[src/rtl/noise_frame_scheduler.sv]
// noise_frame_scheduler: gathers pixels into a block buffer, replays each block to the
// noise_estimation datapath as a gap-free burst and hands out the frame noise estimate.
module noise_frame_scheduler #(
    parameter int DATA_WIDTH     = 8,
    parameter int TOTAL_SAMPLES  = 8,
    parameter int GAP_CYCLES     = 1,
    parameter int TIMEOUT_CYCLES = 1024
) (
    input  logic                    clk,
    input  logic                    rst,
    input  logic [31:0]             cfg_blocks_per_frame,
    input  logic                    frame_start,
    input  logic [DATA_WIDTH-1:0]   s_data,
    input  logic                    s_valid,
    output logic                    s_ready,
    output logic                    ne_start_of_frame,
    output logic [DATA_WIDTH-1:0]   ne_data,
    output logic                    ne_start_data,
    output logic [31:0]             ne_blocks_per_frame,
    input  logic [2*DATA_WIDTH-1:0] ne_estimated_noise,
    input  logic                    ne_estimated_noise_ready,
    output logic [2*DATA_WIDTH-1:0] noise_out,
    output logic                    noise_valid,
    input  logic                    noise_ack,
    output logic                    busy,
    output logic                    frame_error
);
    localparam int AW = $clog2(TOTAL_SAMPLES);
    localparam int PW = AW + 1;
    localparam logic [PW-1:0] LAST_IDX = PW'(TOTAL_SAMPLES - 1);
    localparam logic [PW-1:0] FULL_CNT = PW'(TOTAL_SAMPLES);
    localparam logic [31:0]   GAP_LAST = (GAP_CYCLES > 0) ? 32'(GAP_CYCLES - 1) : '0;
    localparam logic [31:0]   TMO_LAST = (TIMEOUT_CYCLES > 0) ? 32'(TIMEOUT_CYCLES - 1) : '0;

    typedef enum logic [2:0] {
        IDLE, ARM, FILL, BURST, GAP, WAIT_RES, HOLD
    } state_t;

    state_t                state_q, state_d;
    logic [PW-1:0]         fill_cnt, rd_ptr;
    logic [31:0]           blk_cnt, gap_cnt, tmo_cnt;
    logic [DATA_WIDTH-1:0] blk_buf [TOTAL_SAMPLES];
    logic                  accept, fill_done, burst_last, frame_last;
    logic                  latch_cfg, capture, err_d;

    assign s_ready           = (state_q == FILL) && (fill_cnt < FULL_CNT);
    assign ne_start_of_frame = (state_q == ARM);
    assign noise_valid       = (state_q == HOLD);
    assign busy              = (state_q != IDLE);
    assign accept            = s_valid && s_ready;
    assign fill_done         = accept && (fill_cnt == LAST_IDX);
    assign burst_last        = (rd_ptr == LAST_IDX);
    assign frame_last        = ((blk_cnt + 32'd1) == ne_blocks_per_frame);

    always_comb begin
        state_d   = state_q;
        latch_cfg = 1'b0;
        capture   = 1'b0;
        err_d     = 1'b0;
        case (state_q)
            IDLE: begin
                if (frame_start) begin
                    if (cfg_blocks_per_frame == '0) begin
                        err_d = 1'b1;
                    end else begin
                        latch_cfg = 1'b1;
                        state_d   = ARM;
                    end
                end
            end
            ARM:  state_d = FILL;
            FILL: if (fill_done) state_d = BURST;
            BURST: begin
                if (burst_last) begin
                    if (frame_last)           state_d = WAIT_RES;
                    else if (GAP_CYCLES == 0) state_d = FILL;
                    else                      state_d = GAP;
                end
            end
            GAP: if (gap_cnt == GAP_LAST) state_d = FILL;
            WAIT_RES: begin
                if (ne_estimated_noise_ready) begin
                    capture = 1'b1;
                    state_d = HOLD;
                end else if (tmo_cnt == TMO_LAST) begin
                    err_d   = 1'b1;
                    state_d = IDLE;
                end
            end
            HOLD: begin
                // an ack coinciding with frame_start re-arms without visiting IDLE
                if (noise_ack) begin
                    state_d = IDLE;
                    if (frame_start) begin
                        if (cfg_blocks_per_frame == '0) begin
                            err_d = 1'b1;
                        end else begin
                            latch_cfg = 1'b1;
                            state_d   = ARM;
                        end
                    end
                end
            end
            default: state_d = IDLE;
        endcase
        if (frame_start && (state_q != IDLE) && !((state_q == HOLD) && noise_ack))
            err_d = 1'b1;
    end

    always_ff @(posedge clk or posedge rst) begin
        if (rst) begin
            state_q             <= IDLE;
            fill_cnt            <= '0;
            rd_ptr              <= '0;
            blk_cnt             <= '0;
            gap_cnt             <= '0;
            tmo_cnt             <= '0;
            ne_data             <= '0;
            ne_start_data       <= 1'b0;
            ne_blocks_per_frame <= '0;
            noise_out           <= '0;
            frame_error         <= 1'b0;
        end else begin
            state_q       <= state_d;
            frame_error   <= err_d;
            ne_start_data <= 1'b0;
            ne_data       <= '0;
            if (latch_cfg) begin
                ne_blocks_per_frame <= cfg_blocks_per_frame;
                blk_cnt             <= '0;
                fill_cnt            <= '0;
            end
            // sample 0 is preloaded as the last pixel lands so the burst starts one cycle later
            if (fill_done) begin
                fill_cnt      <= '0;
                rd_ptr        <= '0;
                ne_data       <= blk_buf[0];
                ne_start_data <= 1'b1;
            end else if (accept) begin
                fill_cnt <= fill_cnt + PW'(1);
            end
            if (state_q == BURST) begin
                if (burst_last) begin
                    blk_cnt <= blk_cnt + 32'd1;
                    rd_ptr  <= '0;
                end else begin
                    rd_ptr  <= rd_ptr + PW'(1);
                    ne_data <= blk_buf[rd_ptr[AW-1:0] + AW'(1)];
                end
            end
            gap_cnt <= (state_q == GAP)      ? gap_cnt + 32'd1 : '0;
            tmo_cnt <= (state_q == WAIT_RES) ? tmo_cnt + 32'd1 : '0;
            if (capture) noise_out <= ne_estimated_noise;
        end
    end

    always_ff @(posedge clk) begin
        if (accept) blk_buf[fill_cnt[AW-1:0]] <= s_data;
    end

endmodule

[config.mk]
export PLATFORM = sky130hd
export DESIGN_NAME = noise_frame_scheduler
export DESIGN_NICKNAME = d
export VERILOG_FILES = /design/src/rtl/noise_frame_scheduler.sv
export SDC_FILE = /design/constraint.sdc
export NUM_CORES = 1
export LEC_CHECK = 0
export ABC_AREA = 1
export CELL_PAD_IN_SITES_DETAIL_PLACEMENT = 1
export CELL_PAD_IN_SITES_GLOBAL_PLACEMENT = 1
export CORE_MARGIN = 5
export CORE_UTILIZATION = 43
export CTS_CLUSTER_DIAMETER = 200
export DETAILED_ROUTE_END_ITERATION = 10
export PLACE_DENSITY_LB_ADDON = 0.08
export SYNTH_ARGS = -nofsm -noshare
export SYNTH_HDL_FRONTEND = slang
export SYNTH_SLANG_ARGS = --single-unit
[constraint.sdc]
create_clock -name clk -period 7.7 [get_ports clk]
set_input_delay 1.54 -clock clk [delete_from_list [all_inputs] [get_ports clk]]
set_output_delay 1.54 -clock clk [all_outputs]
set_load 0.005 [all_outputs]
==> out/summary.txt <==
Status = finished clean
Net Count, Synth = 1,498
Synthesized area = 11,800 sq um
Drt drc = 0
GR Util All Layers = 23.1%
Area Overhead vs Synth = 20.8%
Peak VDD IR = 0.190 mV
Worst path arrival time = 5.06 ns
Rel. slew slack = 18.9%
CP startpoint = cfg_blocks_per_frame[3]
Sw Ratio = 33.6%
Clk root buf = clkbuf_16
Initial antenna violation count = 0
Clock Skews = 0.0163 ns
Gr ovfl total = 0
Most frequent cells in the layout = nand2_1, nor2_1, inv_1
Worst-Margin Slew = 1.21 ns
Library cells used by synthesis = 50
Worst r2r src = state_q[0]$_DFFE_PP0P_
CP endpoint kind = flip-flop
WS Path Type = in2reg
Number of global-route vias before repair = 10,900
Tightest Hold Check Type = reg2reg
Die area = 30,900 sq um
P_sw = 0.00138 W
Core Box Area = 27,000 sq um
Slew Limit Fails = 0
Crit path required time = 8.14 ns
Fillers = 3,231
CP delay by family, top = simple AND/OR/NAND/NOR gates
Iteration-0 DRC Markers = 543
Final-report hold violation count = 0
Setup TNS = 0 ns
Sink Count = 229
Clock share of power = 29.7%
First-pass GRT wire length = 58.0 mm
CP Launch Type = input pin
CP most frequent cell = buf_4
H-tree Lvls = 1
Clock slew seen by the registers of the worst setup and hold paths = 0.06 ns
Post-CTS Hold Buffers = 0
Row cnt = 60
Clock buffer count from CTS = 26
I/O Pins = 124
Hold Path Origin = gap_cnt[0]$_DFF_PP0_
Max Fclk = 0.216 GHz
CTS resizes = 0
P_leak = 5.88 nW
Tmin final = 4.62 ns
WL/cell = 18.6 microns
Final core utilization = 52.9%
Chip Height = 176 microns
CP bufs+invs = 4
TritonCTS clock tree = built
Via count = 10,300
Final wirelength = 35.7 mm
Sequential power share = 39.2%
Vias/cell = 5.38
Combinational share of power = 31.1%
HPWL Detailed = 26.3 mm
Layout cells sized above 1 = 7.47%
Critical path fanouts, max = 65
Final-stage net count = 1,630
Final ANT Viol Nets = 0
Power density of the placed cells = 288 nW/um^2
Mapped Cells = 1,430
Clock Tree Buf Depth = 3
Period utilization = 60.0%
Final WS setup = 3.08 ns
Max_cap viols = 0
Worst stage delay on the critical path = 0.82 ns
Syn avg cell area = 8.28 sq um
Initial Util = 43.8%
Die width = 176 microns
Commonest non-fill, non-tap cell in the layout = nand2_1
Slowest CP cell = nor4_1
Int Pwr = 0.00274 W
Placement Setup Slack = 2.53 ns
Syn. warnings = 0
#FFs+latches synth = 229
Critical path, cell by cell = clkdlybuf4s50_1 -> inv_1 -> nand4_1 -> nor4_1 -> nand3_1 -> nand3_2 -> buf_4 -> nand2_1 -> buf_4 -> o21ai_0
Post-CTS setup buffers = 0
# port buffers = 123
Total Power = 0.00412 W
Seq/Total Area, Yosys = 51.1%
Worst-skew pair later-pin latency = 0.54 ns
GPL Wtd Cong = 0.858
RSZ-0062 raised after global routing = no
Largest net degree at the start of global routing = 103
Antenna diode count = 0
First drt pass iteration count = 5
Final setup violation count = 0
-- path summary, 6_finish.rpt --
check	slack, ns	to	cells past startpoint
max in group asynchronous	4.60	ne_blocks_per_frame[18]$_DFFE_PP0P_	3
worst min-delay path	0.49	gap_cnt[0]$_DFF_PP0_	1
worst max register to register	4.57	noise_out[5]$_DFFE_PP0P_	6
worst min register to register	0.49	gap_cnt[0]$_DFF_PP0_	1
min in group asynchronous	1.59	noise_out[9]$_DFFE_PP0P_	2
worst max-delay path	3.08	blk_cnt[22]$_DFF_PP0_	10
-- state kept, by name, indices dropped and copies added, names as in the netlist --
| name | flops |
|---|---|
| rd_ptr | 4 |
| frame_error | 1 |
| tmo_cnt | 32 |
| state_q | 3 |
| gap_cnt | 32 |
| ne_data | 8 |
| ne_blocks_per_frame | 32 |
| blk_buf | 64 |
| noise_out | 16 |
| fill_cnt | 4 |
| blk_cnt | 32 |
| ne_start_data | 1 |
-- Yosys cell counts, drive strengths merged --
| cell | count | area (sq um) |
|---|---|---|
| or2 | 1 | 6.26 |
| o21bai | 1 | 7.51 |
| clkinv | 3 | 11.3 |
| dfrtp | 165 | 4130 |
| nand3b | 14 | 105 |
| mux2 | 16 | 180 |
| o221a | 1 | 11.3 |
| nor3b | 4 | 30.0 |
| o31ai | 2 | 15.0 |
| a221oi | 1 | 8.76 |
| clkbuf | 17 | 63.8 |
| xnor3 | 1 | 22.5 |
| edfxtp | 64 | 1920 |
| nand4 | 19 | 125 |
| o22ai | 19 | 119 |
| o21a | 1 | 7.51 |
| and3 | 1 | 6.26 |
| a31oi | 7 | 43.8 |
| o21ai | 109 | 546 |
| and2 | 1 | 6.26 |
| buf | 13 | 56.3 |
| a22o | 1 | 8.76 |
| o221ai | 8 | 70.1 |
| mux2i | 8 | 80.1 |
| nor4 | 12 | 75.1 |
| a32o | 1 | 10.0 |
| nand3 | 102 | 515 |
| or3 | 1 | 11.3 |
| inv | 174 | 653 |
| ha | 6 | 75.1 |
| nor3 | 47 | 305 |
| a21oi | 36 | 180 |
| xor2 | 13 | 114 |
| a211oi | 3 | 22.5 |
| o211ai | 8 | 60.1 |
| a311oi | 1 | 8.76 |
| nor2 | 198 | 860 |
| nand2 | 351 | 1360 |
-- per-stage QoR --
stage / instance area (sq um) / hold WS [ns] / cells
after detailed placement: 13500 / 0.488 / 1875
final: 14300 / 0.490 / 1921
after global placement: 13500 / 0.482 / 1875
after floorplan: 11800 / 0.455 / 1430
after CTS: 14300 / 0.495 / 1921
after global routing: 14300 / 0.519 / 1921
-- power groups by stage --
stage / Combinational (W) / Clock, W / Sequential (W)
after global placement: 0.00126 / 0 / 0.00162
after global routing: 0.00143 / 0.00130 / 0.00164
after floorplan: 0.000699 / 0 / 0.00159
after detailed placement: 0.00129 / 0 / 0.00164
final: 0.00128 / 0.00122 / 0.00162
after CTS: 0.00131 / 0.00125 / 0.00162
-- cell families (layout without fill, tap and decap cells) --
logic type | Yosys count | after routing | share of synthesized area, %
AND/OR/NAND/NOR | 751 | 751 | 28.8
AO/OA/AOI/OAI | 199 | 199 | 9.45
flip-flops | 229 | 229 | 51.1
buffers and inverters | 207 | 357 | 6.63
adder cells (fa/ha/maj) | 6 | 6 | 0.634
XOR/XNOR | 14 | 14 | 1.15
multiplexers | 24 | 24 | 2.20
-- worst reg2reg max path: stages, from the launching register on --
cell and delay, ns:
dfrtp_1 0.45, inv_1 0.06, nor2_1 0.12, nand2_1 0.44
inv_1 0.71, nand2_1 0.73, mux2_2 0.51
-- metal layers --
metal / up-vias / track usage (%) / share of wire, %
met5: - / 0 / 0
met2: 165 / 40.5 / 49
met4: 0 / 4.97 / 1.9
met1: 5123 / 30.8 / 45
met3: 49 / 3.21 / 3.8
li1: 5006 / - / -
-- final cells by class --
type	instances	area, sq um	share of cell area (%)
flip-flops and latches	229	6050	42.3
multi-input cells	994	5010	35.0
clock buffers	37	733	5.13
inverters	177	669	4.68
well taps	341	427	2.98
repair buffers	134	1310	9.19
clock inverters	9	91.3	0.639
No activity file was read; power rests on OpenSTA's default activity.
